==> src/rtl/result_uart_tx_if.sv <==
// result_uart_tx_if: result words and completion flag from the core, UART line and status back.
interface result_uart_tx_if #(parameter int DATA_W = 8) ();
  logic              end_process;
  logic [DATA_W-1:0] r1;
  logic [DATA_W-1:0] r2;
  logic [DATA_W-1:0] r3;
  logic [DATA_W-1:0] r4;
  logic              tx;
  logic              busy;
  logic              done;
  modport master (output end_process, r1, r2, r3, r4, input tx, busy, done);
  modport slave (input end_process, r1, r2, r3, r4, output tx, busy, done);
endinterface

==> src/rtl/result_uart_tx.sv <==
// result_uart_tx: captures r1..r4 on an end_process rising edge and sends sync, data bytes and XOR checksum as 8N1.
module result_uart_tx #(
  parameter int DATA_W       = 8,
  parameter int CLKS_PER_BIT = 434
) (
  input  logic           clk,
  input  logic           rst_n,
  result_uart_tx_if.slave bus
);
  localparam int B   = DATA_W / 8;
  localparam int N   = 4 * B + 2;
  localparam int CW  = $clog2(CLKS_PER_BIT);
  localparam int BIW = $clog2(N);
  typedef enum logic [2:0] {IDLE, START, DATA, STOP, DONE} state_t;
  state_t              state;
  logic                ep_q;
  logic [CW-1:0]       cnt;
  logic [2:0]          bit_idx;
  logic [BIW-1:0]      byte_idx;
  logic [7:0]          sh;
  logic [7:0]          csum;
  logic [4*DATA_W-1:0] words_q;
  logic                tx_q;
  logic                busy_q;
  logic                done_q;
  logic                bit_end;
  assign bit_end  = cnt == CW'(CLKS_PER_BIT - 1);
  assign bus.tx   = tx_q;
  assign bus.busy = busy_q;
  assign bus.done = done_q;
  always_ff @(posedge clk or negedge rst_n) begin
    if (!rst_n) begin
      state    <= IDLE;
      ep_q     <= 1'b0;
      cnt      <= '0;
      bit_idx  <= '0;
      byte_idx <= '0;
      sh       <= '0;
      csum     <= '0;
      words_q  <= '0;
      tx_q     <= 1'b1;
      busy_q   <= 1'b0;
      done_q   <= 1'b0;
    end else begin
      ep_q <= bus.end_process;
      case (state)
        IDLE: if (bus.end_process && !ep_q) begin
          state   <= START;
          words_q <= {bus.r4, bus.r3, bus.r2, bus.r1};
          sh      <= 8'hA5;
          tx_q    <= 1'b0;
          busy_q  <= 1'b1;
        end
        START: if (bit_end) begin
          cnt   <= '0;
          state <= DATA;
          tx_q  <= sh[0];
        end else cnt <= cnt + CW'(1);
        DATA: if (bit_end) begin
          cnt     <= '0;
          bit_idx <= bit_idx + 3'd1;
          sh      <= sh >> 1;
          state   <= (bit_idx == 3'd7) ? STOP : DATA;
          tx_q    <= (bit_idx == 3'd7) ? 1'b1 : sh[1];
        end else cnt <= cnt + CW'(1);
        // The byte after the last data byte is the checksum; data bytes fold into it as they load.
        STOP: if (bit_end) begin
          cnt <= '0;
          if (byte_idx == BIW'(N - 1)) begin
            state  <= DONE;
            done_q <= 1'b1;
          end else begin
            byte_idx <= byte_idx + BIW'(1);
            state    <= START;
            tx_q     <= 1'b0;
            sh       <= (byte_idx == BIW'(N - 2)) ? csum : words_q[7:0];
            if (byte_idx != BIW'(N - 2)) begin
              words_q <= words_q >> 8;
              csum    <= csum ^ words_q[7:0];
            end
          end
        end else cnt <= cnt + CW'(1);
        DONE: begin
          state    <= IDLE;
          done_q   <= 1'b0;
          busy_q   <= 1'b0;
          cnt      <= '0;
          bit_idx  <= '0;
          byte_idx <= '0;
          csum     <= '0;
        end
        default: state <= IDLE;
      endcase
    end
  end
endmodule

==> src/flat_wrapper.sv <==
// flat-port wrapper written by rule: the top's interface ports become plain ports
module result_uart_tx_flat 
#(
  parameter int DATA_W       = 8,
  parameter int CLKS_PER_BIT = 434
)
  (clk, rst_n, bus_end_process, bus_r1, bus_r2, bus_r3, bus_r4, bus_tx, bus_busy, bus_done);
  result_uart_tx_if #(.DATA_W(DATA_W)) bus_i ();
  input  logic clk;
  input  logic rst_n;
  input wire logic [$bits(bus_i.end_process)-1:0] bus_end_process;
  input wire logic [$bits(bus_i.r1)-1:0] bus_r1;
  input wire logic [$bits(bus_i.r2)-1:0] bus_r2;
  input wire logic [$bits(bus_i.r3)-1:0] bus_r3;
  input wire logic [$bits(bus_i.r4)-1:0] bus_r4;
  output wire logic [$bits(bus_i.tx)-1:0] bus_tx;
  output wire logic [$bits(bus_i.busy)-1:0] bus_busy;
  output wire logic [$bits(bus_i.done)-1:0] bus_done;
  assign bus_i.end_process = bus_end_process;
  assign bus_i.r1 = bus_r1;
  assign bus_i.r2 = bus_r2;
  assign bus_i.r3 = bus_r3;
  assign bus_i.r4 = bus_r4;
  assign bus_tx = bus_i.tx;
  assign bus_busy = bus_i.busy;
  assign bus_done = bus_i.done;
  result_uart_tx #(.DATA_W(DATA_W), .CLKS_PER_BIT(CLKS_PER_BIT)) u_core (.clk(clk), .rst_n(rst_n), .bus(bus_i));
endmodule
==> config.mk <==
export PLATFORM = sky130hd
export DESIGN_NAME = result_uart_tx_flat
export DESIGN_NICKNAME = d
export VERILOG_FILES = /design/src/rtl/result_uart_tx_if.sv /design/src/rtl/result_uart_tx.sv /design/src/flat_wrapper.sv
export SDC_FILE = /design/constraint.sdc
export NUM_CORES = 1
export LEC_CHECK = 0
export BUFFER_PORTS_ARGS = -buffer_cell sky130_fd_sc_hd__buf_2
export CAP_MARGIN = 20
export CORE_MARGIN = 2
export CORE_UTILIZATION = 25
export DETAILED_ROUTE_END_ITERATION = 10
export PLACE_DENSITY = 0.45
export SYNTH_ARGS = -nofsm -noshare
export SYNTH_HDL_FRONTEND = slang
export SYNTH_SLANG_ARGS = --single-unit
export TNS_END_PERCENT = 5
==> constraint.sdc <==
create_clock -name clk -period 2.04 [get_ports clk]
set_input_delay 0 -clock clk [delete_from_list [all_inputs] [get_ports clk]]
set_output_delay 0 -clock clk [all_outputs]
set_load 0.1 [all_outputs]
[Word-level counts from Yosys, hierarchy flattened]
Index checks and enable logic that the tools add are counted.
Widths: inputs -> output; s select.
Storage, ports and cells
  flip-flop bits (word level): 70
  latch bits: 0
  memory bits (writable): 0
  ROM bits: 0
  output and inout bits: 3
  memories kept: 0
Operators by class
  $add $sub $neg: 3
  multipliers: 0
  div/mod/pow operators: 0
  magnitude comparators: 0
  equality and inequality tests: 16
  shifts and indexed selects: 0
  mux-type cells: 41
  bitwise logic cells: 1
  reduce and logical (&&, ||, !) cells: 20
Operators with widths (count)
  $mux 32: 4
  $mux 8: 8
  $pmux 32 s2: 1
  $mux 3: 8
  $pmux 8 s3: 1
  $pmux 9 s2: 1
  $pmux 8 s2: 1
  $eq 3x3->1 const B: 4
  $ne 2x1->1 const B: 6
  $pmux 3 s2: 2
  $pmux 3 s4: 1
  $mux 1: 10
  $reduce_and 5->1: 2
  $reduce_bool 2->1: 5
  $add 9x1->9 const B: 1
  $eq 9x9->1 const B: 1
  $mux 9: 1
  $reduce_and 4->1: 2
  $xor 8x8->8: 1
  $add 3x1->3 const B: 2
  $eq 3x2->1 const B: 2
  $reduce_and 3->1: 2
  $reduce_and 6->1: 1
  $pmux 1 s2: 2
  11 further kinds: 12

[Depth between registers and ports, before layout]
Gate-level depths: netlist (run 1).
  word-level depth: 5
  mapped depth: 8
  gate-level depth less buffers: 6

[Worst setup path after synthesis (run 1)]
No wires, ideal clock.
  path type: reg-to-reg
  start: register u_core.byte_idx[0]
  end: register u_core.words_q[10]
  setup time: 125 ps
  arrival time: 1864 ps
  data required time: 1915 ps
  slack: 52 ps
  stages on the path, launching flop included: 8
  buffers on the path: 1
  clock period less this slack: 1988 ps
  cell sequence: dfrtp_1 -> inv_1 -> ha_1 -> nand2_1 -> nand3_1 -> a211oi_4 -> buf_6 -> mux2_2
Between the ends
  cells in the longest elaborated chain, start to end: 3
Ends and longest elaborated chain
  start: declaration: RTL line result_uart_tx.sv:19  | logic [BIW-1:0] byte_idx;
  start signal: assignment: RTL line result_uart_tx.sv:73  | byte_idx <= byte_idx + BIW'(1);
  $ne 3x3->1 / $eq 3x3->1 (equally long branches): RTL line result_uart_tx.sv:77, result_uart_tx.sv:69
  $ne 2x1->1 (no source line) / $ne 2x2->1 (equally long branches)
  $reduce_and 5->1 (no source line) (*)
  end signal: assignment: RTL line result_uart_tx.sv:49  | words_q <= {bus.r4, bus.r3, bus.r2, bus.r1};
  end signal: assignment: RTL line result_uart_tx.sv:78  | words_q <= words_q >> 8;
  end: declaration: RTL line result_uart_tx.sv:22  | logic [4*DATA_W-1:0] words_q;
Mark *: on every way between the ends. The rest lies on a longest branch, timed or not.
A chain may end at the register's enable or synchronous reset.

[Worst setup path after layout (run 1)]
  start: register u_core.cnt[1]
  end: register u_core.words_q[2]
Between the ends
  cells in the longest elaborated chain, start to end: 3
Ends and longest elaborated chain
  start: declaration: RTL line result_uart_tx.sv:17  | logic [CW-1:0] cnt;
  start signal: assignment: RTL line result_uart_tx.sv:58  | end else cnt <= cnt + CW'(1);
  start signal: assignment: RTL line result_uart_tx.sv:65  | end else cnt <= cnt + CW'(1);
  start signal: assignment: RTL line result_uart_tx.sv:82  | end else cnt <= cnt + CW'(1);
  $eq 9x9->1: RTL line result_uart_tx.sv:27  | assign bit_end = cnt == CW'(CLKS_PER_BIT - 1);
  $ne 2x1->1 (no source line)
  $reduce_and 5->1 (no source line)
Every way passes these cells.

==> results.json, run 1 <==
{
  "hpwl_reported_at_the_end_of_detailed_placement_um": 6590,
  "syn_avg_cell_area_sq_um": 9.38,
  "ys.flop_type": "sky130_fd_sc_hd__dfrtp_1",
  "wl_met3_um": 349,
  "detailroute.via_count": 3055,
  "setup_tns_final_ns": 0,
  "finalWorstSetupSlack_ns": 0.106,
  "sequence_of_cells_on_the_critical_path": "inv_1 -> ha_1 -> and4_1 -> a31oi_1 -> a211oi_4 -> buf_12 -> mux2_2",
  "nFillCells": 1534,
  "critPathCaptureType": "flop",
  "route.met2.wl_um": 4050,
  "report.final.setup_viol": 0,
  "synth_compound_area_share_pct": 17.4,
  "dp.cells": 618,
  "initial_utilization_pct": 25.4,
  "drt_first_iter_violations": 129,
  "critPathKind": "reg -> reg",
  "synth.cell_area_sq_um": 3670,
  "critical_path.startpoint_type": "flop",
  "number_of_enable_flip_flop_cells_after_synthesis": 0,
  "area.growth.synth_to_final_pct": 27.3,
  "number_of_buffers_created_by_cts": 9,
  "max_rail_drop_vdd_v": 0.000313,
  "final-max-slew-violation-count": 0,
  "std_cell_rows": 44,
  "fin_util_pct": 32.4,
  "drcViolationCount": 0,
  "finalHoldViolCount": 0,
  "worst_margin_pin_slew_ns": 0.549,
  "pin_count_of_the_biggest_net_entering_global_routing": 52,
  "crit_path_max_fanout": 24,
  "crit-reg2reg-capture": "u_core.words_q[2]",
  "routed_via_density": 4.69,
  "totalWireLength_um": 9150,
  "grt_first_pass_wirelength_um": 15400,
  "layout-drive-gt1-share_pct": 24.2,
  "coreArea_sq_um": 14400,
  "ios": 38,
  "preCtsSetupSlack_ns": 0.104,
  "crit_path_required_time_ns": 2.25,
  "die_area_sq_um": 15700,
  "worst_setup_slack_for_register_to_register_paths_ns": 0.11,
  "die_width_um": 125,
  "leakage_power_nw": 2.03,
  "fmaxAchievable_mhz": 517,
  "groute.usage.overall_pct": 12.2,
  "met1_layer_wirelength_in_the_final_routing_um": 4670,
  "cts-root-buf": "sky130_fd_sc_hd__clkbuf_16",
  "cts_max_path_buffers": 2,
  "outcome": "complete, no violations",
  "cts_tree": "built",
  "post_synth_xor_area_fraction_pct": 0.716,
  "grt.overflow.total": 0,
  "wl_per_cell_um": 14.1,
  "post_layout_nonfiller_instances": 651,
  "port_bufs": 37,
  "critical_path_arrival_ns": 2.15,
  "ys_async_sr_fraction_pct": 100,
  "antennaDiodeCount": 0,
  "finalCritPeriodShare_pct": 94.8,
  "cap_violations": 0,
  "timing.final.crit_period_ns": 1.93,
  "power.density_cell_area_nw_per_um2": 639,
  "synth-warning-count": 0,
  "grt_pass1_vias": 2977,
  "min-delay-path-class": "in -> reg",
  "placement_cell_area_sq_um": 4220,
  "worstHoldStart": "bus_r1[1]",
  "synth_cell_type_count": 56,
  "synth.area.mux_share_pct": 7.64,
  "layout_commonest_cell": "sky130_fd_sc_hd__nand2_1",
  "initial_antenna_violation_count": 0,
  "cts_clock_pin_slew_for_the_worst_setup_and_hold_paths_ns": 0.06,
  "max_slew_margin_pct": 63.2,
  "whs_path_depth": 4,
  "clock_latency_ns": 0.33,
  "combinational_family_with_the_most_area_after_synthesis": "simple AND/OR/NAND/NOR gates",
  "syn-num-nets": 433,
  "gp_congestion": 0.771,
  "post_synth_fa_ha_maj_area_fraction_pct": 2.39,
  "synth_seq_cells": 70,
  "drt_pass1_iterations": 4,
  "layout_common_cells": "sky130_fd_sc_hd__nand2_1, sky130_fd_sc_hd__dfrtp_1, sky130_fd_sc_hd__buf_2, sky130_fd_sc_hd__buf_4, sky130_fd_sc_hd__mux2_2",
  "synth_cells": 391,
  "postCtsSetupBuffers": 0,
  "final_antenna_net_count": 0,
  "cts.sinks": 70,
  "cts-htree-levels": 3,
  "final_design_area_no_fill_sq_um": 4670,
  "delay_of_the_slowest_cell_on_the_worst_path_ns": 0.40,
  "skew_ns": 0.00590,
  "worst_path_max_delay_cell": "sky130_fd_sc_hd__dfrtp_1",
  "worstRegToRegCells": 7,
  "route.top_layer_used": "met4",
  "synth-seq-area-share_pct": 47.8,
  "die_h_um": 125,
  "min_delay_worst_endpoint": "u_core.words_q[1]",
  "worst_reg2reg_startpoint": "u_core.cnt[1]",
  "synthSimpleGateAreaFrac_pct": 20.1,
  "final_net_count": 504
}
==> cell usage after synthesis, drive strengths merged (3+ instances only) <==
library cell  instances  area [sq um]
a22o                 12           105
o2bb2ai               3          26.3
clkbuf               15          56.3
nand2                98           368
and2                  3          18.8
buf                   8          53.8
o22a                  4          35.0
o21ai                18          90.1
a21oi                14          70.1
nor2                 20          77.6
or3                   7          43.8
nand4                 5          31.3
o32ai                 3          26.3
dfrtp                69          1730
nand3                 7          35.0
inv                   9          33.8
a32o                  3          30.0
ha                    7          87.6
mux2                 24           270
a31oi                14          87.6
nor3                  8          40.0
==> cells by family after synthesis <==
kind of cell / after synthesis
AOI/OAI and AO/OA: 90
xor gates and xnor gates: 3
adders and majority gates: 7
buffers and inverters: 33
DFF: 70
muxes: 25
and+or+nand+nor: 163
==> flip-flops by register name, summed over array words and instances (netlist names) <==
signal,flops
u_core.sh,8
u_core.bus.done,1
u_core.words_q,32
u_core.csum,8
u_core.bus.tx,1
u_core.bus.busy,1
u_core.ep_q,1
u_core.state,3
u_core.bit_idx,3
u_core.byte_idx,3
u_core.cnt,9
==> layout make-up <==
class,instances,area [sq um],area share (%)
Clock inverter,5,35.0,0.750
Tap cell,184,230,4.93
Timing Repair Buffer,83,598,12.8
Clock buffer,11,243,5.20
Multi-Input combinational cell,288,1770,38.0
Sequential cell,70,1750,37.5
Inverter,10,37.5,0.804
==> through the flow <==
stage	hold WS, ns	total power [mW]
after floorplan	-0.296	1.46
after global placement	0.0154	1.54
after detailed placement	0.0136	1.54
after CTS	0.00171	3.04
after global routing	0.0220	3.13
final	0.0117	2.99
==> worst max-delay path, delay by kind of cell, from the launching register on <==
| family | cells | cell delay [ns] |
|---|---|---|
| AO/OA/AOI/OAI | 2 | 0.38 |
| multiplexers | 1 | 0.35 |
| flip-flops | 1 | 0.40 |
| adder cells (fa/ha/maj) | 1 | 0.16 |
| AND/OR/NAND/NOR | 1 | 0.21 |
| buffers and inverters | 2 | 0.30 |
==> worst max path at each step <==
stage                        from                 end  depth (start not counted)
3_5_place_dp   u_core.byte_idx[0]  u_core.words_q[13]                          7
3_3_place_gp        u_core.cnt[1]  u_core.words_q[19]                          7
5_1_grt             u_core.cnt[1]   u_core.words_q[0]                          7
2_1_floorplan  u_core.byte_idx[0]  u_core.words_q[10]                          7
4_1_cts        u_core.byte_idx[0]  u_core.words_q[13]                          7
6_report            u_core.cnt[1]   u_core.words_q[2]                          7
==> repair_timing <==
action / 4_1_cts / 5_1_grt
endpoints found under the hold margin: 34 / 0
hold buffers: 17 / 0
resized for setup: 0 / 1
setup endpoints to repair: 0 / 6
==> where the power goes <==
part / leakage [nW] / switching, mW / internal, mW
clock: 0.135 / 0.589 / 0.856
combinational: 1.08 / 0.0686 / 0.0664
sequential: 0.816 / 0.00631 / 1.40
==> per-layer routing <==
metal / global-route usage (%) / up-vias
li1: - / 1538
met1: 17.8 / 1451
met2: 18.1 / 61
met3: 2.65 / 5
met4: 3.73 / 0
met5: 0 / -
Note: power is estimated with default switching activity, not from simulation.
==> run 2: changes to the inputs <==
- CORE_UTILIZATION: 25 -> 35
- PLACE_DENSITY: 0.45 -> 0.57
==> run 2 against run 1 <==
Utilization up 13 points. Worst hold slack better by 0.0013 ns. Sequential power about the same. Via count up 3.2%. Sequential cell count unchanged. Wire length down 2.9%. Fmax about the same. Global-route usage up 4.8 points.
==> results.json, run 2 (synthesis results as in run 1) <==
{
  "reg.largest.list": "u_core.words_q: 32 flops, u_core.cnt: 9 flops",
  "layout_commonest_cell": "sky130_fd_sc_hd__nand2_1",
  "max_slew_margin_pct": 60.0,
  "post_layout_nonfiller_instances": 618,
  "crit_path_required_time_ns": 2.27,
  "dp.cells": 571,
  "die_h_um": 106,
  "leakage_power_nw": 2.04,
  "sequence_of_cells_on_the_critical_path": "buf_4 -> ha_1 -> nand2_1 -> a31oi_2 -> a211oi_4 -> buf_12 -> mux2_2",
  "detailroute.via_count": 3154,
  "setup_tns_final_ns": 0,
  "wl_per_cell_um": 14.4,
  "gp_congestion": 0.818,
  "critical_path_arrival_ns": 2.16,
  "power.density_cell_area_nw_per_um2": 552,
  "timing.final.crit_period_ns": 1.93,
  "cts_max_path_buffers": 2,
  "antennaDiodeCount": 0,
  "hpwl_reported_at_the_end_of_detailed_placement_um": 6250,
  "drcViolationCount": 0,
  "cts_tree": "built",
  "placement_cell_area_sq_um": 4150,
  "cts.sinks": 70,
  "groute.usage.overall_pct": 17.0,
  "cts-htree-levels": 3,
  "grt_first_pass_wirelength_um": 15500,
  "port_bufs": 37,
  "critPathCaptureType": "flop",
  "layout_common_cells": "sky130_fd_sc_hd__nand2_1, sky130_fd_sc_hd__dfrtp_1, sky130_fd_sc_hd__buf_2, sky130_fd_sc_hd__buf_4, sky130_fd_sc_hd__dlygate4sd3_1",
  "part_of_the_total_power_dissipated_in_the_clock_network_pct": 39.4,
  "worst_path_max_delay_cell": "sky130_fd_sc_hd__dfrtp_1",
  "die_area_sq_um": 11300,
  "final-max-slew-violation-count": 0,
  "initial_utilization_pct": 35.9,
  "skew_ns": 0.00601,
  "max_reg_flops": 32,
  "initial_antenna_violation_count": 0,
  "coreArea_sq_um": 10200,
  "power_report.internal_total_mw": 1.92,
  "drt_pass1_iterations": 5,
  "grt.overflow.total": 0,
  "crit_path_max_fanout": 24,
  "combinationalPowerShare_pct": 5.9,
  "std_cell_rows": 37,
  "power_switching_share_pct": 25.1,
  "clock_latency_ns": 0.34,
  "max_rail_drop_vdd_v": 0.000364,
  "grt_pass1_vias": 3157,
  "number_of_buffers_created_by_cts": 9,
  "cts-root-buf": "sky130_fd_sc_hd__clkbuf_8",
  "cts_clock_pin_slew_for_the_worst_setup_and_hold_paths_ns": 0.08,
  "largest_register": "u_core.words_q",
  "cap_violations": 0,
  "drt_first_iter_violations": 180,
  "layout-drive-gt1-share_pct": 24.5,
  "total_power_mw": 2.56,
  "netSwitchingPower_mw": 0.642,
  "critPathKind": "reg -> reg",
  "delay_of_the_slowest_cell_on_the_worst_path_ns": 0.42,
  "power_frac_seq_pct": 54.7,
  "outcome": "complete, no violations",
  "min-delay-path-class": "in -> reg",
  "finalCritPeriodShare_pct": 94.8,
  "routed_via_density": 5.10,
  "worst_margin_pin_slew_ns": 0.599,
  "ios": 38,
  "totalWireLength_um": 8880,
  "fmaxAchievable_mhz": 517,
  "area.growth.synth_to_final_pct": 26.5,
  "die_width_um": 106,
  "final_net_count": 519,
  "final_design_area_no_fill_sq_um": 4640,
  "final_antenna_net_count": 0,
  "report.final.setup_viol": 0,
  "pin_count_of_the_biggest_net_entering_global_routing": 27,
  "critical_path.startpoint_type": "flop",
  "finalHoldViolCount": 0
}
==> run 2: worst max-delay path, delay by kind of cell, from the launching register on <==
| family | cells | cell delay (ns) |
|---|---|---|
| buf+inv | 2 | 0.36 |
| mux | 1 | 0.35 |
| simple gates | 1 | 0.11 |
| fa+ha+maj | 1 | 0.21 |
| compound gates | 2 | 0.36 |
| flops | 1 | 0.42 |
==> run 2: power groups by stage <==
stage               sequential [mW]  combinational (mW)  clock [mW]
detailed placement             1.43               0.111           0
finish                         1.40               0.151        1.01
floorplan                      1.44              0.0282           0
CTS                            1.40               0.153        1.03
global route                   1.40               0.170        1.10
global placement               1.43               0.110           0
==> run 2: worst paths after layout <==
kind	startpoint	endpoint	slack (ns)	depth (start not counted)
setup / recovery	u_core.byte_idx[0]	u_core.words_q[0]	0.11	7
hold / removal	bus_r1[0]	u_core.words_q[0]	0.01	4
setup reg to reg	u_core.byte_idx[0]	u_core.words_q[0]	0.11	7
hold reg to reg	u_core.csum[4]	u_core.csum[4]	0.49	1
max in group asynchronous	rst_n	u_core.words_q[6]	1.07	3
min in group asynchronous	rst_n	u_core.ep_q	0.20	2
==> run 2: metal layers <==
metal | part of all wire (%) | routed length [um] | vias up | global-route usage, %
met2 | 47 | 4140 | 74 | 27.0
met5 | 0 | 0 | - | 0
met1 | 49 | 4380 | 1511 | 24.0
met3 | 3.4 | 298 | 4 | 3.13
li1 | - | - | 1565 | -
met4 | 0.65 | 58 | 0 | 4.61
==> run 2: final cells by class <==
| cell class | instances | area, sq um |
|---|---|---|
| Clock buffer | 9 | 124 |
| Clock inverter | 7 | 47.5 |
| Fill cell | 978 | 5590 |
| Inverter | 10 | 37.5 |
| Multi-Input combinational cell | 288 | 1780 |
| Sequential cell | 70 | 1750 |
| Tap cell | 136 | 170 |
| Timing Repair Buffer | 98 | 728 |
==> run 2: timing repair <==
| action | 4_1_cts | 5_1_grt |
|---|---|---|
| hold endpoints to repair | 51 | 0 |
| setup endpoints to repair | 0 | 24 |
| hold buffers | 29 | 0 |
| setup buffers | 0 | 2 |
| resized for setup | 0 | 2 |
==> run 2: per-stage QoR <==
| stage | hold WS [ns] | util, % | setup WS (ns) |
|---|---|---|---|
| after floorplan | -0.296 | - | 0.0517 |
| after global placement | 0.0379 | 40.6 | 0.171 |
| after detailed placement | 0.0470 | 40.6 | 0.124 |
| after CTS | 0.00952 | 45.1 | 0.0991 |
| after global routing | 0.0119 | 45.3 | -0.0174 |
| final | 0.0130 | 45.3 | 0.106 |
==> run 3: changes to the inputs <==
- CORE_UTILIZATION: 35 -> 53
- PLACE_DENSITY: 0.57 -> unset
- PLACE_DENSITY_LB_ADDON: unset -> 0.15
==> run 3 against run 2 <==
Via count is 2.5% higher. Sequential cell count stayed put. Cell count down 8.9%. Sequential power about the same. Critical endpoint is now u_core.words_q[15]. Sequential share of layout area fell by 0.21 points. Total power grew 6.9%. Utilization is 24 points higher. Highest routed layer unchanged. Largest power group unchanged. Global-route usage rose by 7.4 points. Design area is 0.57% higher. Register-to-register slack lost 0.06 ns. Wire length rose by 0.21%.
==> results.json, run 3 (synthesis results as in run 1) <==
{
  "max_slew_margin_pct": 63.3,
  "clock_latency_ns": 0.35,
  "skew_ns": 0.0107,
  "report.final.setup_viol": 0,
  "area.growth.synth_to_final_pct": 27.2,
  "total_power_mw": 2.74,
  "cts-root-buf": "sky130_fd_sc_hd__clkbuf_8",
  "cts.sinks": 70,
  "cts_max_path_buffers": 2,
  "critPathCaptureType": "flop",
  "outcome": "complete, no violations",
  "grt_first_pass_wirelength_um": 14500,
  "timing.final.crit_period_ns": 2.00,
  "number_of_buffers_created_by_cts": 9,
  "grt.overflow.total": 0,
  "setup_tns_final_ns": 0,
  "fmaxAchievable_mhz": 501,
  "pin_count_of_the_biggest_net_entering_global_routing": 71,
  "port_bufs": 37,
  "critPathKind": "reg -> reg",
  "hpwl_reported_at_the_end_of_detailed_placement_um": 5690,
  "layout-drive-gt1-share_pct": 25.1,
  "detailroute.via_count": 3233,
  "routed_via_density": 5.74,
  "final_net_count": 520,
  "final-max-slew-violation-count": 0,
  "crit_path_required_time_ns": 2.27,
  "ios": 38,
  "drt_pass1_iterations": 5,
  "cts_clock_pin_slew_for_the_worst_setup_and_hold_paths_ns": 0.08,
  "layout_common_cells": "sky130_fd_sc_hd__nand2_1, sky130_fd_sc_hd__dfrtp_1, sky130_fd_sc_hd__buf_2, sky130_fd_sc_hd__dlygate4sd3_1, sky130_fd_sc_hd__buf_4",
  "cts-htree-levels": 3,
  "reg.largest.list": "u_core.words_q: 32 flops, u_core.cnt: 9 flops",
  "layout_commonest_cell": "sky130_fd_sc_hd__nand2_1",
  "min-delay-path-class": "in -> reg",
  "die_width_um": 87.2,
  "die_area_sq_um": 7600,
  "final_design_area_no_fill_sq_um": 4670,
  "power.density_cell_area_nw_per_um2": 587,
  "critical_path.startpoint_type": "flop",
  "die_h_um": 87.2,
  "netSwitchingPower_mw": 0.652,
  "coreArea_sq_um": 6760,
  "gp_congestion": 0.906,
  "worst_margin_pin_slew_ns": 0.547,
  "fin_worst_hold_slack_ns": 0.0107,
  "grt_pass1_vias": 3102,
  "max_rail_drop_vdd_v": 0.000464,
  "groute.usage.overall_pct": 24.4,
  "drcViolationCount": 0,
  "leakage_power_nw": 2.08,
  "std_cell_rows": 30,
  "cap_violations": 0,
  "power_report.internal_total_mw": 2.09,
  "critical_path_arrival_ns": 2.23,
  "fin_util_pct": 69.1,
  "crit_path_max_fanout": 12,
  "drt_first_iter_violations": 205,
  "final_antenna_net_count": 0,
  "part_of_the_total_power_dissipated_in_the_clock_network_pct": 43.2,
  "antennaDiodeCount": 0,
  "totalWireLength_um": 8900,
  "initial_utilization_pct": 54.3,
  "initial_antenna_violation_count": 0,
  "cts_tree": "built",
  "placement_cell_area_sq_um": 4080,
  "largest_register": "u_core.words_q",
  "power_switching_share_pct": 23.8,
  "combinationalPowerShare_pct": 5.6,
  "finalHoldViolCount": 0,
  "power_frac_seq_pct": 51.2,
  "max_reg_flops": 32,
  "wl_per_cell_um": 15.8,
  "finalCritPeriodShare_pct": 97.8
}
run 3: cell types whose count changed in the layout (fill, tap and decap cells not counted), sizes merged:
cell         previous run  this run
buf                    69        68
bufinv                  0         1
clkbuf                  9        11
clkinv                  4         3
clkinvlp                2         1
dlygate4sd3            29        30
run 3: worst paths after layout:
path,start,to,slack (ns),depth (start not counted)
max,u_core.cnt[1],u_core.words_q[15],0.04,8
min in group asynchronous,rst_n,u_core.cnt[6],0.18,3
min,bus_r3[4],u_core.words_q[20],0.01,4
max reg2reg,u_core.cnt[1],u_core.words_q[15],0.04,8
min reg2reg,u_core.words_q[4],u_core.words_q[4],0.49,1
max in group asynchronous,rst_n,u_core.words_q[31],1.53,3
run 3: stage by stage:
step                cells  worst slack, ns
floorplan             391           0.0517
global placement      513            0.153
detailed placement    513            0.106
CTS                   559           0.0935
global route          563         -0.00567
finish                563           0.0449
run 3: metal layers:
layer	vias up	GRT usage, %	part of all wire [%]
li1	1570	-	-
met1	1545	34.1	45
met2	99	39.5	48
met3	19	3.41	4.1
met4	0	8.25	2.4
met5	-	0	0
run 3: area by class of cell:
class	count	area, sq um
fill	516	2090
multi-input combinational	288	1790
sequential	70	1750
timing repair buffer	99	776
clock buffer	10	138
tap	80	100
clock inverter	6	68.8
inverter	10	37.5
run 3: critical path, stage by stage, from the launching register on:
cell and delay [ns]:
sky130_fd_sc_hd__dfrtp_1 0.42, sky130_fd_sc_hd__inv_2 0.07, sky130_fd_sc_hd__ha_2 0.17, sky130_fd_sc_hd__and4_4 0.22, sky130_fd_sc_hd__a31oi_4 0.11, sky130_fd_sc_hd__a211oi_4 0.23
sky130_fd_sc_hd__buf_6 0.16, sky130_fd_sc_hd__buf_12 0.14, sky130_fd_sc_hd__mux2_2 0.35
run 3: power by group through the flow:
stage,registers (mW),clock network [mW],logic (mW)
after detailed placement,1.43,0,0.110
after floorplan,1.44,0,0.0282
final,1.40,1.18,0.153
after global placement,1.43,0,0.108
after global routing,1.40,1.26,0.171
after CTS,1.40,1.21,0.153
run 3: timing repair:
item,4_1_cts,5_1_grt
buffers inserted,0,2
endpoints found under the setup margin,0,23
resized for setup,0,7
hold buffers,30,0
hold endpoints to repair,99,0
